<file path="src/rtl/alu_arbiter.sv">
// Two-requester front end for one shared, externally supplied ALU: grant, capture operands, wait LATENCY, return the result.
// Build option: define ALU_ARB_FIXED_PRIO_EN for fixed priority to requester 0; round-robin otherwise.
module alu_arbiter #(
  parameter int LATENCY = 1  // legal 1..8
) (
  input  logic        clk,
  input  logic        reset,
  input  logic [1:0]  req_valid,
  output logic [1:0]  req_ready,
  input  logic [63:0] req_opa,
  input  logic [63:0] req_opb,
  input  logic [5:0]  req_cmd,
  output logic [1:0]  resp_valid,
  input  logic [1:0]  resp_ready,
  output logic [31:0] resp_result,
  output logic [2:0]  resp_flags,
  output logic [31:0] alu_opa,
  output logic [31:0] alu_opb,
  output logic [2:0]  alu_cmd,
  input  logic [31:0] alu_result,
  input  logic [2:0]  alu_flags,
  output logic        busy
);

  typedef enum logic [1:0] {IDLE, EXEC, RESP} state_t;

  localparam logic [2:0] CNT_INIT = 3'(LATENCY - 1);

  state_t     state;
  logic       owner;
  logic [2:0] cnt;
  logic       gnt;
  logic       accept;

  logic [1:0][31:0] opa_l, opb_l;
  logic [1:0][2:0]  cmd_l;

  assign opa_l = req_opa;
  assign opb_l = req_opb;
  assign cmd_l = req_cmd;

`ifdef ALU_ARB_FIXED_PRIO_EN
  always_comb begin
    gnt = 1'b0;
    if (req_valid != 2'b11) gnt = req_valid[1];
  end
`else
  logic last;  // most recently granted requester

  always_comb begin
    gnt = 1'b0;
    if (req_valid == 2'b11) gnt = ~last;
    else                    gnt = req_valid[1];
  end
`endif

  assign req_ready  = (state == IDLE && |req_valid) ? (gnt ? 2'b10 : 2'b01) : 2'b00;
  assign accept     = |(req_valid & req_ready);
  assign resp_valid = (state == RESP) ? (owner ? 2'b10 : 2'b01) : 2'b00;
  assign busy       = (state != IDLE);

  always_ff @(posedge clk) begin
    if (reset) begin
      state       <= IDLE;
      owner       <= 1'b0;
      cnt         <= 3'd0;
      resp_result <= '0;
      resp_flags  <= '0;
      alu_opa     <= '0;
      alu_opb     <= '0;
      alu_cmd     <= '0;
`ifndef ALU_ARB_FIXED_PRIO_EN
      last        <= 1'b1;  // so requester 0 wins the first tie
`endif
    end else begin
      case (state)
        IDLE: if (accept) begin
          alu_opa <= opa_l[gnt];
          alu_opb <= opb_l[gnt];
          alu_cmd <= cmd_l[gnt];
          owner   <= gnt;
          cnt     <= CNT_INIT;
          state   <= EXEC;
`ifndef ALU_ARB_FIXED_PRIO_EN
          last    <= gnt;
`endif
        end
        EXEC: begin
          if (cnt == 3'd0) begin
            resp_result <= alu_result;
            resp_flags  <= alu_flags;
            state       <= RESP;
          end else begin
            cnt <= cnt - 3'd1;
          end
        end
        RESP: if (resp_ready[owner]) state <= IDLE;
        default: state <= IDLE;
      endcase
    end
  end

endmodule

</file>
<file path="config.mk">
export PLATFORM = sky130hd
export DESIGN_NAME = alu_arbiter
export DESIGN_NICKNAME = d
export VERILOG_FILES = /design/src/rtl/alu_arbiter.sv
export SDC_FILE = /design/constraint.sdc
export NUM_CORES = 1
export LEC_CHECK = 0
export ABC_AREA = 1
export BUFFER_PORTS_ARGS = -buffer_cell sky130_fd_sc_hd__buf_2
export CAP_MARGIN = 20
export CORE_ASPECT_RATIO = 1.1
export CORE_MARGIN = 3
export CORE_UTILIZATION = 35
export DETAILED_ROUTE_END_ITERATION = 16
export GPL_ROUTABILITY_DRIVEN = 0
export PLACE_DENSITY = 0.65
export SETUP_SLACK_MARGIN = 0.2
export SYNTH_ARGS = -nofsm -noshare
export SYNTH_HDL_FRONTEND = slang
export SYNTH_SLANG_ARGS = --single-unit
export TNS_END_PERCENT = 1
</file>
<file path="constraint.sdc">
create_clock -name clk -period 3.9 [get_ports clk]
set_input_delay 0.78 -clock clk [delete_from_list [all_inputs] [get_ports clk]]
set_output_delay 0.78 -clock clk [all_outputs]
set_load 0.05 [all_outputs]
</file>
==> results of run 1 <==
## cell usage after synthesis, drive strengths merged
| master | instances |
|---|---|
| nand3 | 105 |
| dfxtp | 109 |
| o21ai | 2 |
| a21oi | 107 |
| nand2 | 318 |
| buf | 41 |
| clkbuf | 17 |
| nor2 | 10 |
| nor3 | 1 |
| ha | 2 |
| inv | 14 |
## stage by stage
stage               hold slack, ns  instances  area, µm²
floorplan                    0.429        726       4880
global placement             0.446       1142       6300
detailed placement           0.449       1142       6300
CTS                          0.461       1158       6580
global route                 0.475       1158       6580
finish                       0.459       1158       6580
## placed cells by master, fill, tap and decap left out
cell	n
nand2_1	315
buf_2	280
dfxtp_1	109
a21oi_1	107
nand3_1	105
inv_1	12
buf_4	10
clkbuf_16	9
nor2_1	8
nand2_2	3
clkinv_4	3
inv_2	2
ha_1	2
inv_6	2
clkbuf_1	2
nor2_2	1
o21ai_4	1
nor2_4	1
o21ai_0	1
nor3_1	1
## worst max-delay path, cell delays in order
cell and delay (ns):
buf_2 0.21, o21ai_4 0.48, nor2_1 0.14, buf_2 0.24
## cell families after synthesis
group | after synthesis
simple gates | 434
buf+inv | 72
compound gates | 109
flops | 109
fa+ha+maj | 2
## registers in the layout, summed over array words and instances (netlist names)
name         count
alu_opa         32
alu_opb         32
resp_result     32
alu_cmd          3
cnt              3
resp_flags       3
state            2
last             1
owner            1
## per-layer routing
metal  vias up  wire, µm
met5         -         0
met4         0       205
met3        15      1100
met2       183      7420
met1      2396      6580
li1       2823         -
## power groups by stage
stage                     sequential [mW]  combinational (mW)  clock, mW
after CTS                            1.40                1.78      0.893
after global routing                 1.43                1.91      0.938
after global placement               1.42                1.78          0
final                                1.40                1.76      0.861
after floorplan                      2.04               0.743          0
after detailed placement             1.42                1.78          0
## path summary, 6_finish.rpt
| path | slack, ns | end | cells after the start | startpoint |
|---|---|---|---|---|
| setup / recovery | 1.25 | req_ready[0] | 4 | req_valid[1] |
| hold / removal | 0.46 | resp_result[25] | 2 | resp_result[25] |
| setup reg to reg | 1.72 | resp_result[7] | 5 | state[0] |
| hold reg to reg | 0.46 | resp_result[25] | 2 | resp_result[25] |
## area by class of cell
cell class,count,share of cell area (%)
multi-input combinational,545,35.9
sequential,109,33.2
timing repair buffer,290,22.4
clock buffer,11,3.54
tap,184,3.50
inverter,14,0.799
clock inverter,5,0.666
==> results.sh, run 1 <==
export IMPL_numCtsBuffers=9
export IMPL_drv_cap=0
export IMPL_grt_pass1_wl_um=24000
export IMPL_setup_ws_ns=1.25
export IMPL_antennaDiodeCount=0
export IMPL_routedWlPerCell_um=13.2
export IMPL_yosysSeqAreaShare_pct=44.7
export IMPL_vias=5417
export IMPL_netlist_top_cell_by_area="dfxtp_1"
export IMPL_synth_compound_area_share_pct=11.3
export IMPL_drt_iter0_markers=288
export IMPL_n_fill_cell=1493
export IMPL_busiest_layer="met2"
export IMPL_clk_pin_slew_ns=0.07
export IMPL_switchingPower_mw=1.85
export IMPL_dieArea_mm2=0.0154
export IMPL_tightest_slew_ns=0.838
export IMPL_cts_setup_buffers=0
export IMPL_final_nets=1146
export IMPL_max_freq_mhz=378
export IMPL_worstHoldPathType="register to register"
export IMPL_cp_arrival_ns=1.87
export IMPL_fp_coreArea_mm2=0.0134
export IMPL_drtPass1Iterations=4
export IMPL_cts_hold_buf=0
export IMPL_gr_usage_met3_pct=4.68
export IMPL_drtAntennaViolNets=0
export IMPL_ys_warn_count=0
export IMPL_swShare_pct=46.0
export IMPL_path_max_fanout=18
export IMPL_fin_crit_ns=2.65
export IMPL_relSlewSlack_pct=44.0
export IMPL_hold_violations=0
export IMPL_period_share_pct=67.9
export IMPL_ir_drop_mv=0.240
export IMPL_routed_via_density=4.68
export IMPL_grt_remaining_overflow=0
export IMPL_clkPwrFrac_pct=21.4
export IMPL_die_w_um=119
export IMPL_p_comb_share_pct=43.8
export IMPL_setup_tns_ns=0
export IMPL_synth_cell_types=19
export IMPL_clock_skew_ns=0.0100
export IMPL_grt_max_degree=68
export IMPL_final_core_util_pct=49.0
export IMPL_dp_hpwl_um=11000
export IMPL_pre_cts_ws_ns=1.23
export IMPL_io_buffers=281
export IMPL_syn_area_mm2=0.00488
export IMPL_drcViolationCount=0
export IMPL_seqPwrFrac_pct=34.8
export IMPL_drive_gt1_share_pct=32.0
export IMPL_leakagePower_nw=3.41
export IMPL_cts_resized=0
export IMPL_ys_ff_latch=109
export IMPL_crit_type="primary input to output port"
export IMPL_intPower_mw=2.17
export IMPL_area_growth_pct=34.8
export IMPL_rsz0062_at_grt="false"
export IMPL_cts_sinks=109
export IMPL_grt_usage_pct=18.8
export IMPL_critPathCaptureType="output port"
export IMPL_clock_latency_ns=0.35
export IMPL_die_y_um=130
export IMPL_cts_buffer_depth=2
export IMPL_synthXorXnorAreaFrac_pct=0
export IMPL_muxShareOfSynthArea_pct=0
export IMPL_wl_um=15300
export IMPL_netlist_area_leader_share_pct=44.7
export IMPL_synth_top_family_by_area="simple AND/OR/NAND/NOR gates"
export IMPL_seqCellArea_mm2=0.00218
export IMPL_setup_violations=0
export IMPL_fp_row_count=44
export IMPL_cts_htree_levels=3
export IMPL_multi_input_area_mm2=0.00236
export IMPL_synth_area_leaders="dfxtp_1, nand2_1, a21oi_1"
export IMPL_pin_count=282
export IMPL_met1_usage_pct=23.1
export IMPL_yosys_area_share_simple_pct=36.3
export IMPL_slew_violations=0
export IMPL_power_density_mw_per_mm2=611
export IMPL_cp_required_ns=3.12
export IMPL_start_kind="primary input"
export IMPL_use_met2_pct=32.8
export IMPL_synth_nets=903
export IMPL_status="finished, final reports clean"
export IMPL_syn_avg_cell_area_um2=6.72
export IMPL_cts_tree="yes"
export IMPL_netlist_instances=726
export IMPL_synthAdderAreaFrac_pct=0.513
export IMPL_start_util_pct=36.3
export IMPL_power_total_mw=4.02
export IMPL_cts_root_buf="clkbuf_16"
export IMPL_antenna_found_initial=0
export IMPL_first_global_vias=4939
Power figures use the tool's default switching activity.
==> run 2, diff against run 1 <==
==> constraint.sdc (replaced) <==
create_clock -name clk -period 2.6 [get_ports clk]
set_input_delay 0.52 -clock clk [delete_from_list [all_inputs] [get_ports clk]]
set_output_delay 0.52 -clock clk [all_outputs]
set_load 0.05 [all_outputs]
==> run 2 against run 1 <==
Final area is 0.46% higher. Final cell count is 0.17% higher. Register-to-register slack worse by 0.85 ns. Clock-buffer cell count is 2 lower. Critical endpoint unchanged. Largest power group unchanged.
==> results.sh, run 2 (synthesis gave the netlist of run 1 again) <==
export IMPL_wl_um=15700
export IMPL_r2r_setup_slack_ns=0.87
export IMPL_cpMaxStageDelayCell="dfxtp_1"
export IMPL_cp_required_ns=2.08
export IMPL_cts_resized=0
export IMPL_cp_arrival_ns=1.67
export IMPL_vias=5451
export IMPL_route_met2_wl_um=7580
export IMPL_wl_met1_um=6680
export IMPL_relSlewSlack_pct=51.9
export IMPL_drv_cap=0
export IMPL_clock_latency_ns=0.34
export IMPL_power_total_mw=6.05
export IMPL_setup_violations=0
export IMPL_ir_drop_mv=0.370
export IMPL_fp_row_count=44
export IMPL_cpPeakStageDelay_ns=0.37
export IMPL_clock_skew_ns=0.0105
export IMPL_cts_setup_buffers=0
export IMPL_routed_via_density=4.70
export IMPL_regToRegEndpoint="alu_opa[30]"
export IMPL_setup_tns_ns=0
export IMPL_crit_buf_inv=2
export IMPL_crit_cells=5
export IMPL_pin_count=282
export IMPL_cts_tree="yes"
export IMPL_dieArea_mm2=0.0154
export IMPL_start_util_pct=36.3
export IMPL_cts_hold_buf=0
export IMPL_grt_remaining_overflow=0
export IMPL_drt_iter0_markers=265
export IMPL_area_growth_pct=35.4
export IMPL_drcViolationCount=0
export IMPL_max_freq_mhz=457
export IMPL_tightest_slew_ns=0.722
export IMPL_r2r_start="state[1]"
export IMPL_drtAntennaViolNets=0
export IMPL_final_nets=1148
export IMPL_first_global_vias=4831
export IMPL_n_fill_cell=1494
export IMPL_die_w_um=119
export IMPL_cts_htree_levels=3
export IMPL_startpoint="state[1]"
export IMPL_leakagePower_nw=3.42
export IMPL_start_kind="register"
export IMPL_cp_cell_sequence="nor2_2, o21ai_4, buf_4, nor2_1, buf_2"
export IMPL_slew_violations=0
export IMPL_rsz0062_at_grt="false"
export IMPL_routedWlPerCell_um=13.5
export IMPL_r2r_cells=6
export IMPL_dp_cells=1144
export IMPL_die_y_um=130
export IMPL_fp_coreArea_mm2=0.0134
export IMPL_grt_pass1_wl_um=24200
export IMPL_io_buffers=281
export IMPL_critPathCaptureType="output port"
export IMPL_clk_pin_slew_ns=0.08
export IMPL_grt_usage_pct=19.2
export IMPL_dp_hpwl_um=11100
export IMPL_grt_max_degree=68
export IMPL_cts_sinks=109
export IMPL_cpLargestDelayFamily="buffers and inverters"
export IMPL_setup_worst_path_end="req_ready[0]"
export IMPL_layout_common_cells="nand2_1, buf_2, dfxtp_1"
export IMPL_dr_max_layer_used="met4"
export IMPL_worstHoldPathType="primary input to register"
export IMPL_hold_violations=0
export IMPL_status="finished, final reports clean"
export IMPL_drive_gt1_share_pct=32.3
export IMPL_crit_type="register to output port"
export IMPL_path_max_fanout=16
export IMPL_layout_commonest_cell="nand2_1"
export IMPL_cts_root_buf="clkbuf_16"
export IMPL_drtPass1Iterations=4
export IMPL_fin_crit_ns=2.19
export IMPL_top_regs="alu_opa x32, alu_opb x32, resp_result x32"
export IMPL_final_cells=1160
export IMPL_period_share_pct=84.1
export IMPL_power_density_mw_per_mm2=915
export IMPL_numCtsBuffers=9
export IMPL_wl_met3_um=1200
export IMPL_antenna_found_initial=1
export IMPL_cts_buffer_depth=2
-- run 2: per-layer routing --
layer / up-vias / GRT usage, %
met2: 186 / 32.6
met5: - / 0
met4: 0 / 6.13
met1: 2420 / 23.8
li1: 2830 / -
met3: 15 / 5.16
-- run 2: layout make-up --
cell class / count / area (µm²) / area share [%]
Inverter: 14 / 52.6 / 0.795
Clock buffer: 9 / 225 / 3.41
Clock inverter: 6 / 38.8 / 0.587
Sequential cell: 109 / 2180 / 33.0
Antenna cell: 1 / 2.50 / 0.0379
Multi-Input combinational cell: 545 / 2360 / 35.7
Timing Repair Buffer: 292 / 1520 / 22.9
Tap cell: 184 / 230 / 3.48
-- run 2: tightest hold or removal path, stage by stage --
cell and delay [ns]:
buf_2 0.10, nand3_1 0.07, a21oi_1 0.06
-- run 2: power breakdown --
| part | total [mW] | internal (mW) | switching (mW) | leakage, nW |
|---|---|---|---|---|
| logic | 2.67 | 0.656 | 2.01 | 2.40 |
| registers | 2.10 | 1.96 | 0.144 | 0.894 |
| clock network | 1.28 | 0.644 | 0.631 | 0.127 |
-- run 2: metrics by stage --
step	setup WS (ns)	hold slack (ns)	util (%)	instance area, µm²
2_1_floorplan	0.297	0.429	-	4880
3_3_place_gp	0.628	0.446	47.1	6320
3_5_place_dp	0.624	0.450	47.2	6340
4_1_cts	0.393	0.426	49.2	6610
5_1_grt	0.338	0.432	49.2	6610
6_report	0.412	0.444	49.2	6610
-- run 2: how the worst min path moves through the flow --
stage	to	from	depth (start not counted)	slack, ns
6_report	resp_result[29]	alu_result[29]	3	0.44
5_1_grt	resp_result[14]	alu_result[14]	3	0.43
4_1_cts	resp_result[29]	alu_result[29]	3	0.43
3_5_place_dp	resp_result[27]	resp_result[27]	2	0.45
3_3_place_gp	resp_result[28]	resp_result[28]	2	0.45
2_1_floorplan	last	last	2	0.43
==> run 3, diff against run 2 <==
--- a/config.mk
+++ b/config.mk
@@ -5,7 +5,7 @@
 export SDC_FILE = /design/constraint.sdc
 export NUM_CORES = 1
 export LEC_CHECK = 0
-export ABC_AREA = 1
+export ABC_AREA = 0
 export BUFFER_PORTS_ARGS = -buffer_cell sky130_fd_sc_hd__buf_2
 export CAP_MARGIN = 20
 export CORE_ASPECT_RATIO = 1.1
@@ -13,7 +13,7 @@
 export CORE_UTILIZATION = 35
 export DETAILED_ROUTE_END_ITERATION = 16
 export GPL_ROUTABILITY_DRIVEN = 0
-export PLACE_DENSITY = 0.65
+export PLACE_DENSITY = 0.69
 export SETUP_SLACK_MARGIN = 0.2
 export SYNTH_ARGS = -nofsm -noshare
 export SYNTH_HDL_FRONTEND = slang
==> constraint.sdc (replaced) <==
create_clock -name clk -period 1.9 [get_ports clk]
set_input_delay 0.38 -clock clk [delete_from_list [all_inputs] [get_ports clk]]
set_output_delay 0.38 -clock clk [all_outputs]
set_load 0.05 [all_outputs]
==> run 3 against run 2 <==
Clock skew decreased by 0.0029 ns. Critical path depth fell by 1. Synthesized cell count down 20%. Worst hold slack worse by 0.17 ns. Clock power up 37%. Synthesized area decreased by 6.0%. Die area down 5.8%. Largest cell class is now flip-flops and latches. Largest power group is now registers.
==> results.sh, run 3 <==
export IMPL_antennaDiodeCount=0
export IMPL_setup_violations=0
export IMPL_routed_via_density=5.37
export IMPL_io_buffers=281
export IMPL_drt_iter0_markers=466
export IMPL_layout_commonest_cell="buf_2"
export IMPL_synth_most_common_cell="nand3_1"
export IMPL_area_growth_pct=40.4
export IMPL_numCtsBuffers=9
export IMPL_start_util_pct=36.1
export IMPL_hold_violations=0
export IMPL_setup_tns_ns=0
export IMPL_period_share_pct=87.4
export IMPL_cts_tree="yes"
export IMPL_cts_buffer_depth=2
export IMPL_leakagePower_nw=2.87
export IMPL_cp_arrival_ns=1.28
export IMPL_status="finished, final reports clean"
export IMPL_power_density_mw_per_mm2=982
export IMPL_dieArea_mm2=0.0145
export IMPL_wl_um=15900
export IMPL_synth_cell_types=29
export IMPL_hold_worst_slack_ns=0.278
export IMPL_start_kind="register"
export IMPL_vias=5297
export IMPL_netlist_area_leader_share_pct=47.6
export IMPL_synth_top_cells_by_count="nand3_1, dfxtp_1, nand2_1, a31oi_1, o21ai_0"
export IMPL_fin_crit_ns=1.66
export IMPL_cts_sinks=109
export IMPL_async_flop_share_pct=0
export IMPL_pin_count=282
export IMPL_n_fill_cell=1318
export IMPL_critPathCaptureType="output port"
export IMPL_ys_flop_type="dfxtp_1"
export IMPL_drive_gt1_share_pct=38.7
export IMPL_dp_hpwl_um=10700
export IMPL_ir_drop_mv=0.416
export IMPL_clock_skew_ns=0.00760
export IMPL_drtPass1Iterations=5
export IMPL_path_max_fanout=9
export IMPL_drtAntennaViolNets=0
export IMPL_multi_input_area_mm2=0.00214
export IMPL_die_w_um=115
export IMPL_drv_cap=0
export IMPL_synth_area_leaders="dfxtp_1, nand3_1, a31oi_1"
export IMPL_fp_row_count=43
export IMPL_drcViolationCount=0
export IMPL_seqCellArea_mm2=0.00218
export IMPL_first_global_vias=5017
export IMPL_cts_hold_buf=0
export IMPL_crit_type="register to output port"
export IMPL_ys_warn_count=0
export IMPL_netlist_top_cell_by_area="dfxtp_1"
export IMPL_grt_usage_pct=21.1
export IMPL_synth_nets=759
export IMPL_rsz0062_at_grt="true"
export IMPL_slew_violations=0
export IMPL_syn_avg_cell_area_um2=7.88
export IMPL_cts_root_buf="clkbuf_16"
export IMPL_syn_area_mm2=0.00459
export IMPL_fp_coreArea_mm2=0.0127
export IMPL_grt_max_degree=72
export IMPL_layout_common_cells="buf_2, nand3_1, dfxtp_1"
export IMPL_yosysSeqAreaShare_pct=47.6
export IMPL_netlist_instances=582
export IMPL_worstHoldPathType="primary input to register"
export IMPL_relSlewSlack_pct=64.9
export IMPL_clk_pin_slew_ns=0.07
export IMPL_clock_latency_ns=0.34
export IMPL_grt_pass1_wl_um=25300
export IMPL_routedWlPerCell_um=16.2
export IMPL_die_y_um=126
export IMPL_ys_ff_latch=109
export IMPL_max_freq_mhz=602
export IMPL_final_nets=1002
export IMPL_grt_remaining_overflow=0
export IMPL_cp_required_ns=1.52
export IMPL_tightest_slew_ns=0.527
export IMPL_synth_edf_count=0
export IMPL_antenna_found_initial=0
export IMPL_top_regs="alu_opa x32, alu_opb x32, resp_result x32"
export IMPL_cts_htree_levels=3
[run 3: cell type report]
cell class | count | share of cell area, %
Sequential cell | 109 | 33.9
Tap cell | 157 | 3.05
Multi-Input combinational cell | 404 | 33.2
Inverter | 5 | 0.291
Clock buffer | 13 | 3.89
Clock inverter | 3 | 0.330
Timing Repair Buffer | 296 | 25.3
[run 3: cells by family (layout without fill, tap and decap cells)]
family	after synthesis	after routing	share of synthesized area, %
adder cells (fa/ha/maj)	2	2	0.545
flip-flops	109	109	47.6
AND/OR/NAND/NOR	219	219	22.9
buffers and inverters	69	317	6.74
AO/OA/AOI/OAI	182	182	22.1
multiplexers	1	1	0.218
[run 3: final timing paths]
check             startpoint               to  slack [ns]  depth (start not counted)
max                 state[1]     req_ready[1]        0.24                          4
min             alu_flags[1]    resp_flags[1]        0.28                          3
max reg2reg           cnt[0]           cnt[1]        0.31                          6
min reg2reg  resp_result[11]  resp_result[11]        0.45                          2
[run 3: per-layer routing]
| layer | vias to the layer above | global-route usage (%) | part of all wire, % |
|---|---|---|---|
| met3 | 13 | 6.58 | 9.5 |
| met2 | 240 | 34.3 | 47 |
| met1 | 2467 | 27.4 | 42 |
| met4 | 0 | 4.63 | 1.1 |
| li1 | 2577 | - | - |
| met5 | - | 0 | 0 |
[run 3: metrics by stage]
stage	instance area, µm²	worst slack (ns)	power [mW]	utilization [%]	cells
detailed placement	6140	0.256	4.62	48.4	971
floorplan	4590	0.164	4.00	-	582
finish	6440	0.240	6.33	50.7	987
CTS	6420	0.182	6.39	50.6	987
global route	6440	0.153	6.64	50.7	987
global placement	6140	0.278	4.62	48.4	971
[run 3: power by group]
group / leakage (nW) / internal (mW) / switching (mW) / total, mW
Combinational: 1.84 / 0.552 / 1.42 / 1.97
Clock: 0.130 / 0.929 / 0.819 / 1.75
Sequential: 0.896 / 2.50 / 0.108 / 2.60
[run 3: timing repair]
action	CTS	global route
setup buffers	0	0
endpoints found under the hold margin	0	0
resized for setup	4	5
setup endpoints to repair	5	19
[run 3: worst max-delay path: stages (launching register included)]
cell,delay [ns]
dfxtp_2,0.38
nor2_4,0.19
nand2_1,0.09
inv_1,0.08
buf_4,0.20
